### src/rtl/rom_dl_writer.sv
// rom_dl_writer: buffers download bytes from data_io and writes them to an SDRAM
// port through a toggle request/acknowledge handshake.
//   clk_sd      - sole clock
//   reset       - asynchronous, active-high reset
//   ioctl_*     - download bus from data_io (byte address, byte, strobe, active flag)
//   port_ack    - SDRAM acknowledge; equals port_req when the request has completed
//   port_req    - SDRAM toggle request
//   port_a/ds/d - word address, byte strobes and duplicated data of the entry in flight
//   port_we     - write enable toward SDRAM, also used to steer CPU access muxing
//   rom_loaded  - every byte of the last download has been written
//   overflow    - sticky: a byte was dropped during the current download
module rom_dl_writer #(
  parameter int unsigned DEPTH = 4,
  parameter int unsigned AW    = 23
) (
  input  logic          clk_sd,
  input  logic          reset,
  input  logic          ioctl_downl,
  input  logic          ioctl_wr,
  input  logic [24:0]   ioctl_addr,
  input  logic [7:0]    ioctl_dout,
  input  logic          port_ack,
  output logic          port_req,
  output logic [AW-1:0] port_a,
  output logic [1:0]    port_ds,
  output logic [15:0]   port_d,
  output logic          port_we,
  output logic          rom_loaded,
  output logic          overflow
);

  localparam int unsigned PW = (DEPTH > 1) ? $clog2(DEPTH) : 1;
  localparam int unsigned CW = $clog2(DEPTH + 1);
  localparam int unsigned EW = AW + 1 + 8;

  typedef enum logic [1:0] {SYNC, IDLE, REQ_WAIT} state_t;

  state_t         state, state_nxt;
  logic [EW-1:0]  mem [DEPTH];
  logic [PW-1:0]  wptr, rptr;
  logic [CW-1:0]  count;
  logic           wr_q, downl_q, load_pend;
  logic           push_c, full_c, push_ok_c, pop_c, issue_c, pend_c;
  logic [EW-1:0]  head_c;

  // Rising edge of the write strobe during a download
  assign push_c    = ioctl_downl & ioctl_wr & ~wr_q;
  assign full_c    = (count == CW'(DEPTH));
  assign push_ok_c = push_c & ~full_c;
  assign head_c    = mem[rptr];
  assign pend_c    = load_pend | downl_q;

  // State register
  always_ff @(posedge clk_sd or posedge reset) begin
    if (reset) state <= SYNC;
    else       state <= state_nxt;
  end

  // Next state; a pop is held off for one cycle when a dropped push coincides
  // with it so count and pointers stay frozen on the overflow cycle
  always_comb begin
    state_nxt = state;
    issue_c   = 1'b0;
    pop_c     = 1'b0;
    case (state)
      SYNC: state_nxt = IDLE;
      IDLE: begin
        if (count != '0) begin
          issue_c   = 1'b1;
          state_nxt = REQ_WAIT;
        end
      end
      REQ_WAIT: begin
        if ((port_ack == port_req) && !(push_c && full_c)) begin
          pop_c     = 1'b1;
          state_nxt = IDLE;
        end
      end
      default: state_nxt = SYNC;
    endcase
  end

  // Buffer storage
  always_ff @(posedge clk_sd) begin
    if (push_ok_c) mem[wptr] <= {ioctl_addr[AW:0], ioctl_dout};
  end

  // Pointers, count, request port and status flags
  always_ff @(posedge clk_sd or posedge reset) begin
    if (reset) begin
      wr_q       <= 1'b0;
      downl_q    <= 1'b0;
      wptr       <= '0;
      rptr       <= '0;
      count      <= '0;
      port_req   <= 1'b0;
      port_a     <= '0;
      port_ds    <= '0;
      port_d     <= '0;
      port_we    <= 1'b0;
      rom_loaded <= 1'b0;
      overflow   <= 1'b0;
      load_pend  <= 1'b0;
    end else begin
      wr_q    <= ioctl_wr;
      downl_q <= ioctl_downl;

      if (push_ok_c) wptr <= wptr + PW'(1);
      if (pop_c)     rptr <= rptr + PW'(1);
      case ({push_ok_c, pop_c})
        2'b10:   count <= count + CW'(1);
        2'b01:   count <= count - CW'(1);
        default: count <= count;
      endcase

      // SYNC realigns the toggle pair so a stale ack can never complete a request
      if (state == SYNC) begin
        port_req <= port_ack;
      end else if (issue_c) begin
        port_req <= ~port_req;
        port_a   <= head_c[EW-1:9];
        port_ds  <= {head_c[8], ~head_c[8]};
        port_d   <= {head_c[7:0], head_c[7:0]};
      end

      port_we <= ioctl_downl | (count != '0) | (state == REQ_WAIT);

      if (ioctl_downl && !downl_q) overflow <= 1'b0;
      if (push_c && full_c)        overflow <= 1'b1;

      // Completion waits for the falling edge of downl and a fully drained buffer
      if (ioctl_downl) begin
        rom_loaded <= 1'b0;
        load_pend  <= pend_c;
      end else if (pend_c && (count == '0) && (state == IDLE)) begin
        rom_loaded <= 1'b1;
        load_pend  <= 1'b0;
      end else begin
        load_pend  <= pend_c;
      end
    end
  end

endmodule
### config.mk
export PLATFORM = sky130hd
export DESIGN_NAME = rom_dl_writer
export DESIGN_NICKNAME = d
export VERILOG_FILES = /design/src/rtl/rom_dl_writer.sv
export SDC_FILE = /design/constraint.sdc
export NUM_CORES = 1
export LEC_CHECK = 0
export BUFFER_PORTS_ARGS = -buffer_cell sky130_fd_sc_hd__buf_2
export CAP_MARGIN = 20
export CORE_ASPECT_RATIO = 0.75
export CORE_MARGIN = 1.5
export CORE_UTILIZATION = 60
export CTS_BUF_LIST = sky130_fd_sc_hd__clkbuf_4 sky130_fd_sc_hd__clkbuf_8
export DETAILED_ROUTE_END_ITERATION = 6
export GPL_ROUTABILITY_DRIVEN = 0
export PLACE_DENSITY = 0.82
export SYNTH_ARGS = -nofsm -noshare
export SYNTH_HDL_FRONTEND = slang
export SYNTH_SLANG_ARGS = --single-unit
### constraint.sdc
create_clock -name clk_sd -period 3.2 [get_ports clk_sd]
set_clock_uncertainty 0.1 [all_clocks]
set_input_delay 0.48 -clock clk_sd [delete_from_list [all_inputs] [get_ports clk_sd]]
set_output_delay 0.48 -clock clk_sd [all_outputs]
set_load 0.01 [all_outputs]
After elaboration in Yosys (flattened, before gate mapping):

Memories as Yosys holds them, arrays and structs flattened.
Index checks and enable logic that the tools add are counted.

* shift-type cells: 0
* divide/modulo/power cells: 0
* eq/ne operators: 8
* multiplexer cells: 18
* order comparisons: 0
* reductions and logical operators: 16
* bitwise operators: 11
* $mul: 0
* add/sub/neg operators: 4

Operators with widths (count)
* $mux 1: 14
* $reduce_bool 2->1: 4
* $pmux 2 s3: 1
* $pmux 3 s2: 1
* $logic_and 1x1->1: 5
* $not 1->1: 5
* $add 2x1->2 const B: 2
* $eq 2x1->1 const B: 2
* $eq 2x2->1 const B: 2
* $mux 2: 2
* $ne 2x2->1 const B: 2
* $reduce_and 2->1: 2
* $add 3x1->3 const B: 1
* $and 1x1->1: 3
* $eq 3x3->1 const B: 1
* $logic_not 3->1: 1
* $or 1x1->1: 3
* $reduce_bool 3->1: 1
* $sub 3x1->3 const B: 1
* $logic_not 1->1: 2
* $logic_not 2->1: 1
* $eq 1x1->1: 1

* RAM bits: 128
* ROM bits: 0
* output and inout bits: 45
* word-level logic and storage cells: 72
* bits in latches: 0
* bits in registers: 57
* memories kept: 1

Memories
* mem: depth 4, bits a word 32, rd ports 1, clocked after memory_dff 0, write ports 1, RTL line 39 `logic [EW-1:0] mem [DEPTH];`

Logic depth before layout (Yosys ltp):

Gate-level depths: netlist of run 1.

* word-level depth: 9
* gate-level depth with buffers: 9

Worst setup path before layout of run 1:

Ideal clock, no wire load.

* kind: input port to flip-flop
* start: input ioctl_wr
* end: memory mem[0][0] (netlist bit), enable pin
* setup slack: 804 ps
* cell stages on the path: 3
* arrival time: 1904 ps
* path buffers: 0
* required time: 2708 ps
* path through: and3b_1 -> nor2b_1 -> and2_1

* longest elaborated chain between the ends: 5

Ends and longest elaborated chain
* from (decl): RTL line 19 `input logic ioctl_wr,`
* $and 1x1->1 (2 in a row): RTL line 47 `assign push_c = ioctl_downl & ioctl_wr & ~wr_q;`
* $and 1x1->1: RTL line 49 `assign push_ok_c = push_c & ~full_c;`
* $mux 1: RTL line 85 `if (push_ok_c) mem[wptr] <= {ioctl_addr[AW:0], ioctl_dout};`
* $mux 1 (implied by the code): RTL line 85
* to (decl): RTL line 39

Every way passes these cells.

Worst setup path after layout of run 1:

* start: register count[0]
* end: register count[2]

* longest elaborated chain between the ends: 8
* elaborated cells on any way between the ends: 14

Ends and longest elaborated chain
* from (decl): RTL line 41 `logic [CW-1:0] count;`
* from (signal assigned): RTL line 111 `2'b10: count <= count + CW'(1);`
* from (signal assigned): RTL line 112 `2'b01: count <= count - CW'(1);`
* from (signal assigned): RTL line 113 `default: count <= count;`
* $eq 3x3->1: RTL line 48 `assign full_c = (count == CW'(DEPTH));`
* $logic_and 1x1->1: RTL line 74 `if ((port_ack == port_req) && !(push_c && full_c)) begin`
* $logic_not 1->1: RTL line 74
* $logic_and 1x1->1: RTL line 74
* $mux 1: RTL line 74
* $mux 1: RTL line 65 `case (state)`
* $eq 2x1->1 or $eq 2x2->1 (tied branches): RTL line 110 `case ({push_ok_c, pop_c})`
* $pmux 3 s2 or $reduce_bool 2->1 (tied branches)

Parallel ways exist; a longest one is shown, timed or not.
A chain may end at the register's enable or synchronous reset.

==> reports/results.ini, run 1 <==
[die]
core_mm2=0.0109
die_area_mm2=0.0119
start_util=0.616
num_io_pins=83
placement_rows=33
die_x_um=125
chipHeight_um=94.8

[sta]
rsz0062_at_grt=false
period_minus_slack_ps=2390
setup_tns_ps=0
fin_crit_sh=0.746
worst_slew_pin_slew_ps=862
finalMaxSlewViolations=0
whs_ps=35.1
max_freq_mhz=419
final_hold_viol_count=0
finalSetupViolCount=0
slew_headroom=0.425
fin_ws_ps=812

[outcome]
status=complete, no violations

[setup_path]
ff2ff_path_depth=9
cp.buffers_inverters=2
crit_type=reg2reg
cp-end-kind=flip-flop
rr_endpoint=count[2]
crit_arrival_ps=2660
worstPathRequired_ps=3480
cp-start-kind=flip-flop
crit_chain=nor3b_2 > nor2b_1 > inv_1 > ha_1 > inv_1 > fa_1 > xor2_1 > nor2_1 > xor2_1
critPathMaxStageDelay_ps=450
timing.rr.start=count[0]
worst-path-max-fanout=7
reg2reg_slack_ps=810
crit_slowest_cell=dfrtp_1
cp_top_family=simple AND/OR/NAND/NOR gates

[logic_synthesis]
async_flop_share=0.277
synth_cell_type_count=36
yosysWarningCount=0
ys.flop_type=edfxtp_1
ys_ff_latch=177
synth-edff-count=128
avgSynthCellArea_um2=21.1
netlist_instances=319
yosysSeqAreaShare=0.752
synth_nets=363
mappedNetlistArea_mm2=0.00674

[drt]
viasPerCell=5.73
vias=3203
route.detailed.drc=0
post_drt_wl_per_cell_um=20.7
firstDrtPassIters=4
drt_wl_total_um=11600
initialDrtViolationCount=298
final_antenna_net_count=0

[clock_network]
cts_resized=0
cts_tree=built
cts.sinks=177
root_buffer=clkbuf_8
clock_latency_ps=440
post_cts_buffers=0
htreeDepth=4
cts_buffer_depth=2
clk_pin_slew_ps=90
numCtsBuffers=17
hold_buffers=0

[place]
io_buffers=81
pre_cts_ws_ps=662
dp_hpwl_um=7300

[cells_and_area]
final_util=0.704
area_growth_syn_to_layout_pct=14.3
multiInputGateArea_mm2=0.00149
regArea_mm2=0.00507
diodes=0
fin_nets=450
nFillCells=651
drive_gt1_frac=0.473

[power_and_ir_drop]
peakVddDrop_uv=561
power_mw=6.75
power_leakage_nw=2.85
power_density_mw_per_mm2=877

[global_route]
grt_max_degree=34
grt_pass1_wl_um=18300
antenna_found_initial=0
grt.total_usage=0.215
overflow=0
grt_pass1_vias=3356

[worst_hold_path]
hold_class=in2async

[run]
maxCapViolations=0

-- state kept, by name, summed over array words and instances, names as in the netlist --
signal,flops
rom_loaded,1
wptr,2
port_req,1
count,3
port_we,1
port_a,23
wr_q,1
mem,128
load_pend,1
overflow,1
port_ds,2
rptr,2
port_d,8
downl_q,1
state,2
-- synth_stat cells (2+ instances only) --
library cell  number  area [µm²]
mux2i_1            2        20.0
nor2_1             6        22.5
nor2b_1            2        12.5
xnor2_1            3        26.3
mux4_2            32         721
buf_6              4        45.0
xor2_1             4        35.0
nand2b_1           2        12.5
mux2_2            33         372
a21oi_1            2        10.0
buf_2              4        20.0
and2_1             4        25.0
buf_4             11        82.6
edfxtp_1         128        3840
ha_1               5        62.6
inv_1              9        33.8
dfrtp_1           49        1230
-- report_power, final --
| part | switching [mW] | internal, mW | leakage [nW] | total (mW) |
|---|---|---|---|---|
| Sequential | 0.371 | 2.86 | 1.73 | 3.23 |
| Clock | 0.795 | 0.802 | 0.206 | 1.60 |
| Combinational | 0.837 | 1.09 | 0.913 | 1.92 |
| Total | 2.00 | 4.75 | 2.85 | 6.75 |
-- layout by cell type (no fill, tap or decap), types with 2 or more instances in the layout --
cell        count
buf_2          81
clkbuf_8       18
xnor2_1         3
and2_2          4
dfrtp_2         2
clkinvlp_4      3
inv_1           8
bufinv_16       3
clkinv_4        2
mux2_2         33
a21oi_1         2
nor2b_1         2
ha_1            5
dfrtp_1        47
edfxtp_1      128
clkinv_2        2
mux2i_1         2
xor2_1          4
buf_4           3
nor2_1          6
buf_12          4
nand2b_1        2
inv_6           4
mux4_2         32
-- cell type report --
cell class / count / area share
clock buffer: 18 / 0.0322
clock inverter: 14 / 0.0227
inverter: 9 / 0.00439
multi-input combinational: 113 / 0.193
sequential: 177 / 0.659
tap: 140 / 0.0227
timing repair buffer: 88 / 0.0660
-- how the worst max path moves through the flow --
| stage | end | from | depth (start not counted) |
|---|---|---|---|
| 6_report | count[2] | count[0] | 9 |
| 5_1_grt | count[2] | count[0] | 9 |
| 4_1_cts | count[2] | count[0] | 9 |
| 3_5_place_dp | count[2] | ioctl_downl | 9 |
| 3_3_place_gp | count[2] | ioctl_downl | 9 |
| 2_1_floorplan | mem[0][0] | ioctl_wr | 3 |
-- kinds of logic (layout without fill, tap and decap cells) --
group	Yosys count	in the layout	share of synthesized area
adder cells (fa/ha/maj)	6	6	0.0123
flip-flops	177	177	0.752
AND/OR/NAND/NOR	21	21	0.0202
multiplexers	67	67	0.165
AO/OA/AOI/OAI	12	12	0.0137
XOR/XNOR	7	7	0.00910
buffers and inverters	29	129	0.0275
-- routing by layer --
metal | GRT usage | vias to the layer above | part of all wire
met3 | 0.0555 | 11 | 0.051
li1 | - | 1415 | -
met4 | 0.0729 | 0 | 0.0085
met1 | 0.281 | 1673 | 0.42
met5 | 0 | - | 0
met2 | 0.361 | 104 | 0.52
-- stage by stage --
stage	cells	cell area (µm²)
5_1_grt	559	7700
3_3_place_gp	527	7280
6_report	559	7700
2_1_floorplan	319	6740
3_5_place_dp	527	7280
4_1_cts	559	7700
Note: power is estimated with default switching activity, not from simulation.
==> run 2: changes to the inputs <==
==> constraint.sdc (replaced) <==
create_clock -name clk_sd -period 2.49 [get_ports clk_sd]
set_clock_uncertainty 0.1 [all_clocks]
set_input_delay 0.3735 -clock clk_sd [delete_from_list [all_inputs] [get_ports clk_sd]]
set_output_delay 0.3735 -clock clk_sd [all_outputs]
set_load 0.01 [all_outputs]
==> run 2 against run 1 <==
Die area unchanged. First-iteration DRC count decreased by 40%. Fmax increased by 1.5%. Sequential power increased by 25%. Clock power increased by 22%. Sequential cell count unchanged. Cell count increased by 2.1%.
==> reports/results.ini, run 2 (synthesis gave the netlist of run 1 again) <==
[sta]
fin_ws_ps=138
period_minus_slack_ps=2350
finalSetupViolCount=0
final_hold_viol_count=0
worst_slew_pin_slew_ps=431
fin_crit_sh=0.945
finalMaxSlewViolations=0
rsz0062_at_grt=false
setup_tns_ps=0
slew_headroom=0.711
max_freq_mhz=425

[global_route]
grt_pass1_wl_um=18100
overflow=0
grt_pass1_vias=3399
grt_max_degree=33
antenna_found_initial=0
grt.total_usage=0.213

[drt]
vias=3212
final_antenna_net_count=0
drt_wl_total_um=11400
route.detailed.drc=0
initialDrtViolationCount=179
firstDrtPassIters=4
post_drt_wl_per_cell_um=20.0
viasPerCell=5.63

[setup_path]
cp_top_family=simple AND/OR/NAND/NOR gates
crit_slowest_cell=dfrtp_1
ff2ff_path_depth=9
crit_type=reg2reg
reg2reg_slack_ps=140
rr_endpoint=count[2]
crit_chain=nor3b_2 > nor2b_1 > inv_1 > ha_1 > inv_1 > fa_1 > xor2_1 > nor2_1 > xor2_1
crit_arrival_ps=2610
cp-start-kind=flip-flop
cp.buffers_inverters=2
crit_cells=9
timing.rr.start=count[0]
worst-path-max-fanout=5
crit_end=count[2]
worstPathRequired_ps=2740
cp-end-kind=flip-flop
crit_start=count[0]
critPathMaxStageDelay_ps=450

[clock_network]
numCtsBuffers=17
clk_pin_slew_ps=90
cts_tree=built
clock_latency_ps=440
root_buffer=clkbuf_8
htreeDepth=4
cts_buffer_depth=2
cts.sinks=177

[cells_and_area]
fin_nets=463
largest_reg_flops=128
area_growth_syn_to_layout_pct=15.6
top_regs=mem (128), port_a (23), port_d (8)
diodes=0
drive_gt1_frac=0.478
layout_commonest_cell=edfxtp_1
top_register=mem
final_cell_mix=edfxtp_1 (128), buf_2 (81), dfrtp_1 (47), mux2_2 (33), mux4_2 (32)
nFillCells=660

[die]
core_mm2=0.0109
num_io_pins=83
placement_rows=33
die_x_um=125
die_area_mm2=0.0119
chipHeight_um=94.8
start_util=0.616

[outcome]
status=complete, no violations

[place]
pre_cts_ws_ps=118
dp_hpwl_um=7440
io_buffers=81

[power_and_ir_drop]
combPwrFrac=0.306
switching_share=0.294
power_density_mw_per_mm2=1110
p_seq_frac=0.468
peakVddDrop_uv=842
power.internal_mw=6.10
clock_power_share=0.226
p_sw_mw=2.54
power_leakage_nw=2.90

[run]
maxCapViolations=0

[worst_hold_path]
hold_class=in2reg

## run 2: layout make-up
| class | instances | area [µm²] | area share |
|---|---|---|---|
| Multi-Input combinational cell | 113 | 1500 | 0.192 |
| Clock buffer | 17 | 234 | 0.0300 |
| Tap cell | 140 | 175 | 0.0225 |
| Clock inverter | 14 | 165 | 0.0212 |
| Timing Repair Buffer | 101 | 613 | 0.0787 |
| Inverter | 9 | 33.8 | 0.00434 |
| Sequential cell | 177 | 5070 | 0.651 |
## run 2: per-stage QoR
stage          cell area [µm²]  hold slack [ps]  utilization  total power [mW]  instances
2_1_floorplan             6740              305            -              6.02        319
3_3_place_gp              7350              293        0.672              6.68        537
3_5_place_dp              7350              291        0.672              6.79        537
4_1_cts                   7780             8.48        0.711              8.75        571
5_1_grt                   7790             2.49        0.712              9.08        571
6_report                  7790             38.6        0.712              8.64        571
## run 2: worst min-delay path by stage
stage                         from          to  slack (ps)  cells after the start
global placement             reset  rom_loaded         290                      2
floorplan              ioctl_downl     downl_q         300                      0
detailed placement           reset     port_we         290                      2
finish              ioctl_addr[15]  mem[1][23]          40                      1
global route         ioctl_addr[1]   mem[2][9]           2                      1
CTS                 ioctl_addr[15]  mem[1][23]           8                      1
## run 2: power by group through the flow
stage	clock network, mW	logic (mW)	registers (mW)
finish	1.96	2.65	4.04
global route	2.11	2.86	4.11
CTS	2.01	2.69	4.05
detailed placement	0	2.67	4.12
global placement	0	2.61	4.08
floorplan	0	1.91	4.11
## run 2: layer usage
layer  part of all wire  track usage  vias up
met1               0.42        0.280     1667
met3              0.056       0.0635        7
met2               0.52        0.349      102
met5                  0            0        -
li1                   -            -     1436
met4             0.0045       0.0710        0
## run 2: worst reg2reg max path, cell delays in order (launching register included)
cell,delay [ps]
dfrtp_1,450
nor3b_2,430
nor2b_1,120
inv_1,80
ha_1,190
inv_1,70
fa_1,380
xor2_1,150
nor2_1,110
xor2_1,190
## run 2: repair_timing
item                       in CTS  in global routing
setup endpoints to repair       0                  1
buffers inserted                0                  0
hold buffers                    3                  0
gates resized for setup         0                  1
hold endpoints to repair       19                  0
